==> src/rtl/mem_access_unit.sv <==
// Load/store unit between the CPU memory stage and a word-addressed data memory.
// Latency: error 1 cycle, load/word store 2 cycles, sub-word store 3 cycles (accept to resp_valid).
// Backpressure: req_ready only in IDLE; one request in flight, responses cannot be stalled.
module mem_access_unit #(
  parameter int          DEPTH    = 100,
  parameter logic [31:0] ERR_CODE = 32'h0000_DEAD
) (
  input  logic        clk,
  input  logic        rst,
  input  logic        req_valid,
  output logic        req_ready,
  input  logic        req_write,
  input  logic [1:0]  req_size,
  input  logic        req_signed,
  input  logic [31:0] req_addr,
  input  logic [31:0] req_wdata,
  output logic        resp_valid,
  output logic [31:0] resp_rdata,
  output logic        resp_err,
  output logic        dm_memwrite,
  output logic [31:0] dm_addr,
  output logic [31:0] dm_wd,
  input  logic [31:0] dm_rd
);

  localparam logic [31:0] DEPTH_W = 32'(DEPTH);

  typedef enum logic [2:0] {
    IDLE  = 3'd0,
    LOAD  = 3'd1,
    MERGE = 3'd2,
    WRITE = 3'd3,
    RESP  = 3'd4
  } state_t;

  state_t state, state_nxt;

  // Captured request fields. Only the lane bits of the address and the low
  // half of the store data are needed after capture: dm_addr keeps the word
  // index and full-word store data goes straight into dm_wd.
  logic [1:0]  lane_q;
  logic [1:0]  size_q;
  logic        signed_q;
  logic [15:0] wdata_q;

  logic        accept;
  logic        req_err;
  logic [7:0]  lane_byte;
  logic [15:0] lane_half;
  logic [31:0] load_val;
  logic [31:0] merge_val;

  assign accept = req_valid && req_ready;

  // Request legality, evaluated on the raw inputs so the decision is made at capture.
  always_comb begin
    req_err = (req_size == 2'b11)
            || (req_size == 2'b01 && req_addr[0])
            || (req_size == 2'b10 && req_addr[1:0] != 2'b00)
            || ({2'b00, req_addr[31:2]} >= DEPTH_W);
  end

  // State register.
  always_ff @(posedge clk or posedge rst) begin
    if (rst) state <= IDLE;
    else     state <= state_nxt;
  end

  // Next state and handshake/strobe outputs. The write strobe is also gated by
  // rst so an in-flight write is killed before the next edge.
  always_comb begin
    state_nxt   = state;
    req_ready   = 1'b0;
    resp_valid  = 1'b0;
    dm_memwrite = 1'b0;
    case (state)
      IDLE: begin
        req_ready = 1'b1;
        if (accept) begin
          if (req_err)                 state_nxt = RESP;
          else if (!req_write)         state_nxt = LOAD;
          else if (req_size == 2'b10)  state_nxt = WRITE;
          else                         state_nxt = MERGE;
        end
      end
      LOAD:  state_nxt = RESP;
      MERGE: state_nxt = WRITE;
      WRITE: begin
        dm_memwrite = !rst;
        state_nxt   = RESP;
      end
      RESP: begin
        resp_valid = 1'b1;
        state_nxt  = IDLE;
      end
      default: state_nxt = IDLE;
    endcase
  end

  // Lane extraction with sign/zero extension, and lane insertion for sub-word stores.
  always_comb begin
    lane_byte = dm_rd[{lane_q, 3'b000} +: 8];
    lane_half = dm_rd[{lane_q[1], 4'b0000} +: 16];
    case (size_q)
      2'b00:   load_val = {{24{signed_q & lane_byte[7]}}, lane_byte};
      2'b01:   load_val = {{16{signed_q & lane_half[15]}}, lane_half};
      default: load_val = dm_rd;
    endcase
    merge_val = dm_rd;
    if (size_q == 2'b00) merge_val[{lane_q, 3'b000} +: 8] = wdata_q[7:0];
    else                 merge_val[{lane_q[1], 4'b0000} +: 16] = wdata_q;
  end

  // Request capture, memory-side registers and response data.
  always_ff @(posedge clk or posedge rst) begin
    if (rst) begin
      lane_q     <= 2'b00;
      size_q     <= 2'b00;
      signed_q   <= 1'b0;
      wdata_q    <= 16'h0000;
      dm_addr    <= 32'h0000_0000;
      dm_wd      <= 32'h0000_0000;
      resp_rdata <= 32'h0000_0000;
      resp_err   <= 1'b0;
    end else begin
      if (accept) begin
        lane_q   <= req_addr[1:0];
        size_q   <= req_size;
        signed_q <= req_signed;
        wdata_q  <= req_wdata[15:0];
        dm_addr  <= {2'b00, req_addr[31:2]};
        if (req_err) begin
          resp_err   <= 1'b1;
          resp_rdata <= ERR_CODE;
        end else if (req_write && req_size == 2'b10) begin
          dm_wd <= req_wdata;
        end
      end
      case (state)
        LOAD: begin
          resp_rdata <= load_val;
          resp_err   <= 1'b0;
        end
        MERGE: dm_wd <= merge_val;
        WRITE: begin
          resp_rdata <= 32'h0000_0000;
          resp_err   <= 1'b0;
        end
        default: ;
      endcase
    end
  end

endmodule
==> config.mk <==
export PLATFORM = sky130hd
export DESIGN_NAME = mem_access_unit
export DESIGN_NICKNAME = d
export VERILOG_FILES = /design/src/rtl/mem_access_unit.sv
export SDC_FILE = /design/constraint.sdc
export NUM_CORES = 1
export LEC_CHECK = 0
export ABC_AREA = 1
export CAP_MARGIN = 20
export CORE_ASPECT_RATIO = 0.9
export CORE_MARGIN = 8
export CORE_UTILIZATION = 49
export CTS_CLUSTER_DIAMETER = 150
export DETAILED_ROUTE_END_ITERATION = 10
export PLACE_DENSITY = 0.92
export SYNTH_ARGS = -nofsm -noshare
export SYNTH_HDL_FRONTEND = slang
export SYNTH_SLANG_ARGS = --single-unit
export TNS_END_PERCENT = 30
==> constraint.sdc <==
create_clock -name clk -period 4.5 [get_ports clk]
set_input_delay 0.45 -clock clk [delete_from_list [all_inputs] [get_ports clk]]
set_output_delay 0.45 -clock clk [all_outputs]
set_load 0.005 [all_outputs]
Word-level counts from Yosys, hierarchy flattened --
Index checks and enable logic that the tools add are counted. Widths: inputs -> output; s select.
Operators by class: reduce and logical (&&, ||, !) cells 21, equality and inequality tests 10, magnitude comparators 1, shift-type cells 6, add/subtract/negate cells 2, multiplexer cells 22, bitwise operators 2
Operators with widths (count):
- $mux 32 | 7
- $pmux 32 s2 | 2
- $bwmux 32 | 2
- $shift 16x7->32 const A | 1
- $shift 8x7->32 const A | 1
- $shiftx 16x7->32 | 1
- $shiftx 32x6->16 | 1
- $shiftx 32x6->8 | 1
- $shiftx 8x7->32 | 1
- $ge 30x7->1 const B | 1
- $neg 5->7 | 2
- $reduce_bool 2->1 | 5
- $pmux 3 s3 | 1
- $mux 1 | 7
- $eq 3x2->1 const B | 2
- $mux 3 | 2
- $reduce_bool 3->1 | 2
- $eq 2x1->1 const B | 2
- $eq 2x2->1 const B | 2
- $logic_and 1x1->1 | 4
- $reduce_and 2->1 | 2
- $eq 3x1->1 const B | 1
- $eq 3x3->1 const B | 1
- $logic_not 3->1 | 1
- 9 further kinds | 12
Storage, ports and cells: bits in registers 119, output and inout bits 100, bits of input ports 103

Longest topological paths before layout --
word-level depth 8, gate-level depth with buffers 13

Worst setup path before layout --
Ideal clock, no wire load.
kind register -> register, start point register lane_q[1], end point register dm_wd[3], path buffers 3, path slack 2.536 ns, arrival 1.898 ns, cell stages (with the launch flop) 14, data required time 4.434 ns, setup time 0.066 ns, cells stage by stage dfrtp_1 > buf_2 > inv_1 > buf_2 > ha_1 > clkbuf_1 > nand2_1 > inv_1 > nand3_1 > nand2_1 > nand3_1 > nand2_1 > nand4_1 > nand2_1
On the way: longest elaborated chain between the ends 5
RTL lines:
- start, declared | RTL line 41 | logic [1:0] lane_q;
- start signal, assigned | RTL line 127 | lane_q <= req_addr[1:0];
- $neg 5->7, on equally long branches | RTL line 111, 110
- $shiftx 16x7->32, or another cell as far along | RTL line 111 | else merge_val[{lane_q[1], 4'b0000} +: 16] = wdata_q;
- $bwmux 32, on equally long branches | RTL line 111, 110
- $mux 32 * | RTL line 110 | if (size_q == 2'b00) merge_val[{lane_q, 3'b000} +: 8] = wdata_q[7:0];
- $mux 32 * | RTL line 139 | case (state)
- end signal, assigned | RTL line 136 | dm_wd <= req_wdata;
- end signal, assigned | RTL line 144 | MERGE: dm_wd <= merge_val;
- end, declared | RTL line 22 | output logic [31:0] dm_wd,
Mark *: on every way between the ends. The rest lies on a longest branch, timed or not. A chain may end at the register's enable or synchronous reset.

Final worst setup path --
start point register lane_q[0], end point register dm_wd[0]
On the way: longest elaborated chain between the ends 5
RTL lines (RTL line):
- $neg 5->7 * | 110
- $shiftx 8x7->32 / $shift 8x7->32 (equally long branches) | 110
- $bwmux 32 * | 110
- $mux 32 * | 110
- $mux 32 * | 139
Marked as above.

==> impl_metrics.json <==
{
  "clk_path_buf_depth": 2,
  "worst_slew_pin_slew_ns": 0.871,
  "syn_area_per_cell_um2": 6.88,
  "final_max_slew_viol_count": 0,
  "required_ns": 4.86,
  "rsz0062_at_grt": "no",
  "synth-seq-cells": 119,
  "grt.busiest_layer": "met2",
  "cap_violations": 0,
  "drtPass1Iterations": 7,
  "path_cells": "inv_1 -> ha_1 -> nor2_1 -> nand3_1 -> nand2_1 -> nand3_1 -> nand2_1 -> nand4_1 -> nand2_1",
  "antenna_cells": 0,
  "yosys_warnings": 0,
  "cts_buffers": 17,
  "fmax_ghz": 0.342,
  "wirelength_mm": 25.8,
  "worst_path_max_delay_cell": "dfrtp_1",
  "min_period_ns": 2.92,
  "utilization": 0.687,
  "clock_sinks": 119,
  "ys_seq_area_frac": 0.406,
  "via_per_inst": 5.52,
  "p_clk_frac": 0.395,
  "seq_power_share": 0.361,
  "synthArstFlopShare": 1.00,
  "die_h_um": 132,
  "setup_ws_ns": 1.58,
  "num_vias": 7972,
  "report.final.hold_viol_count": 0,
  "drive_above_1_share": 0.0754,
  "cts_resized": 0,
  "status": "finished clean",
  "path_class": "flop to flop",
  "grt_pass1_vias": 7918,
  "setup_viol": 0,
  "ys_types": 31,
  "synthCells": 1067,
  "met1_usage": 0.315,
  "grt_pass1_wl_mm": 41.2,
  "path_max_fanout": 24,
  "met3_usage": 0.106,
  "htreeDepth": 4,
  "p_sw_mw": 1.02,
  "worstSkewPairLatency_ns": 0.42,
  "synthFlopType": "dfrtp_1",
  "cp-end-kind": "flop",
  "p_leak_nw": 5.10,
  "crit_arrival_ns": 3.28,
  "critPathMaxStageDelay_ns": 0.90,
  "netlist_area_um2": 7340,
  "cts-root-buf": "clkbuf_16",
  "drtIter0Drc": 826,
  "ctsHoldBuffers": 0,
  "coreArea_um2": 14700,
  "tns_ns": 0,
  "finalClockSkew_ns": 0.00532,
  "boundaryPins": 203,
  "dieArea_um2": 19200,
  "netSwitchingFraction": 0.306,
  "num-nets-final": 1344,
  "grt_max_degree": 88,
  "antenna_found_initial": 0,
  "worst_setup_path_start_kind": "flop",
  "ir_worst_vdd_uv": 271,
  "max_slew_margin": 0.419,
  "whs_ns": 0.459,
  "intPower_mw": 2.33,
  "postCtsSetupBuffers": 0,
  "place.gp.congestion": 0.945,
  "pwr-share-comb": 0.244,
  "synth_edf_count": 0,
  "hold_class": "input port to asynchronous set/reset pin",
  "fin_crit_sh": 0.650,
  "wl_per_cell_um": 17.9,
  "power_density_nw_per_um2": 333,
  "start_util": 0.501,
  "cts_tree": "done",
  "postRouteAntennaNets": 0,
  "port_buffers": 200,
  "drcViolationCount": 0,
  "grt-ovfl-total": 0,
  "preCtsSetupSlack_ns": 1.59,
  "row_count": 42,
  "cts.reportedPaths.clkPinSlew_ns": 0.06,
  "power_mw": 3.35,
  "cpMostUsedCell": "nand2_1",
  "die_x_um": 145,
  "grt_usage": 0.265,
  "syn_to_final_growth_pct": 37.3,
  "dp_hpwl_mm": 18.7,
  "use_met2": 0.421
}
-- state kept, by name, summed over array words and instances (netlist names) --
register	flops
wdata_q	16
state	3
dm_addr	30
lane_q	2
dm_wd	32
size_q	2
signed_q	1
resp_rdata	32
resp_err	1
-- final timing paths --
check / startpoint / to / slack [ns] / depth (start not counted)
max: lane_q[0] / dm_wd[0] / 1.58 / 9
min: rst / resp_rdata[4] / 0.46 / 2
max reg2reg: lane_q[0] / dm_wd[0] / 1.58 / 9
min reg2reg: resp_rdata[13] / resp_rdata[13] / 0.48 / 2
max in group asynchronous: rst / dm_addr[0] / 3.13 / 4
min in group clk: resp_rdata[13] / resp_rdata[13] / 0.48 / 2
-- metal layers --
metal	share of wire	wire length, µm
met1	0.39	9960
met5	0	0
met2	0.46	11900
met3	0.12	3140
met4	0.032	838
-- metrics by stage --
step / cell area [µm²] / instances
after floorplan: 7340 / 1068
after global routing: 10100 / 1445
after detailed placement: 9370 / 1409
after global placement: 9370 / 1409
final: 10100 / 1445
after CTS: 9930 / 1439
-- cell usage after synthesis, types with 4 or more instances --
library cell	number	area [µm²]
clkbuf_1	20	75.1
nand4_1	32	200
inv_1	92	345
mux2_2	33	372
a21oi_1	33	165
buf_1	7	26.3
nand2_1	409	1540
o21ai_0	38	190
o211ai_1	4	30.0
ha_1	5	62.6
buf_2	36	180
nor2_1	92	345
dfrtp_1	119	2980
nand3_1	119	596
-- worst max-delay path: cells and delay by family (launching register included) --
kind                       cells  cell delay, ns
and+or+nand+nor                7            1.12
DFF                            1            0.90
adders and majority gates      1            0.44
buffers and inverters          1            0.37
-- cells by family (layout without fill, tap and decap cells) --
logic type,count (synthesis),in the layout,share of synthesized area
DFF,119,119,0.406
adders and majority gates,5,5,0.00852
muxes,33,33,0.0506
other,1,2,0.000511
AOI/OAI and AO/OA,84,84,0.0641
buffers and inverters,162,341,0.0910
and+or+nand+nor,663,663,0.380
-- power groups by stage --
stage,combinational (mW),sequential (mW),clock [mW]
2_1_floorplan,0.456,1.21,0
3_3_place_gp,0.761,1.22,0
3_5_place_dp,0.774,1.22,0
4_1_cts,0.784,1.21,1.33
5_1_grt,0.895,1.22,1.37
6_report,0.817,1.21,1.32
-- cells in the final DEF, fill, tap and decap left out, types with 3 or more instances in the layout --
master,count
o221ai_1,3
nand3_1,119
o211ai_1,4
ha_1,5
a21oi_1,33
nor2_1,92
clkdlybuf4s50_1,200
clkbuf_16,17
nand4_1,32
nand2_4,3
o2111ai_1,3
mux2_2,33
dfrtp_1,119
buf_4,9
nand2_1,409
inv_2,3
buf_16,5
inv_1,91
o21ai_0,38
clkinv_2,6
-- layout make-up --
class                   count  area [µm²]
fillers                  1208        4590
clock inverters            10         105
well taps                 198         248
clock buffers              20         457
inverters                  96         363
repair buffers            215        2220
multi-input cells         787        3710
flip-flops and latches    119        2980
No activity file was read; power rests on OpenSTA's default activity.
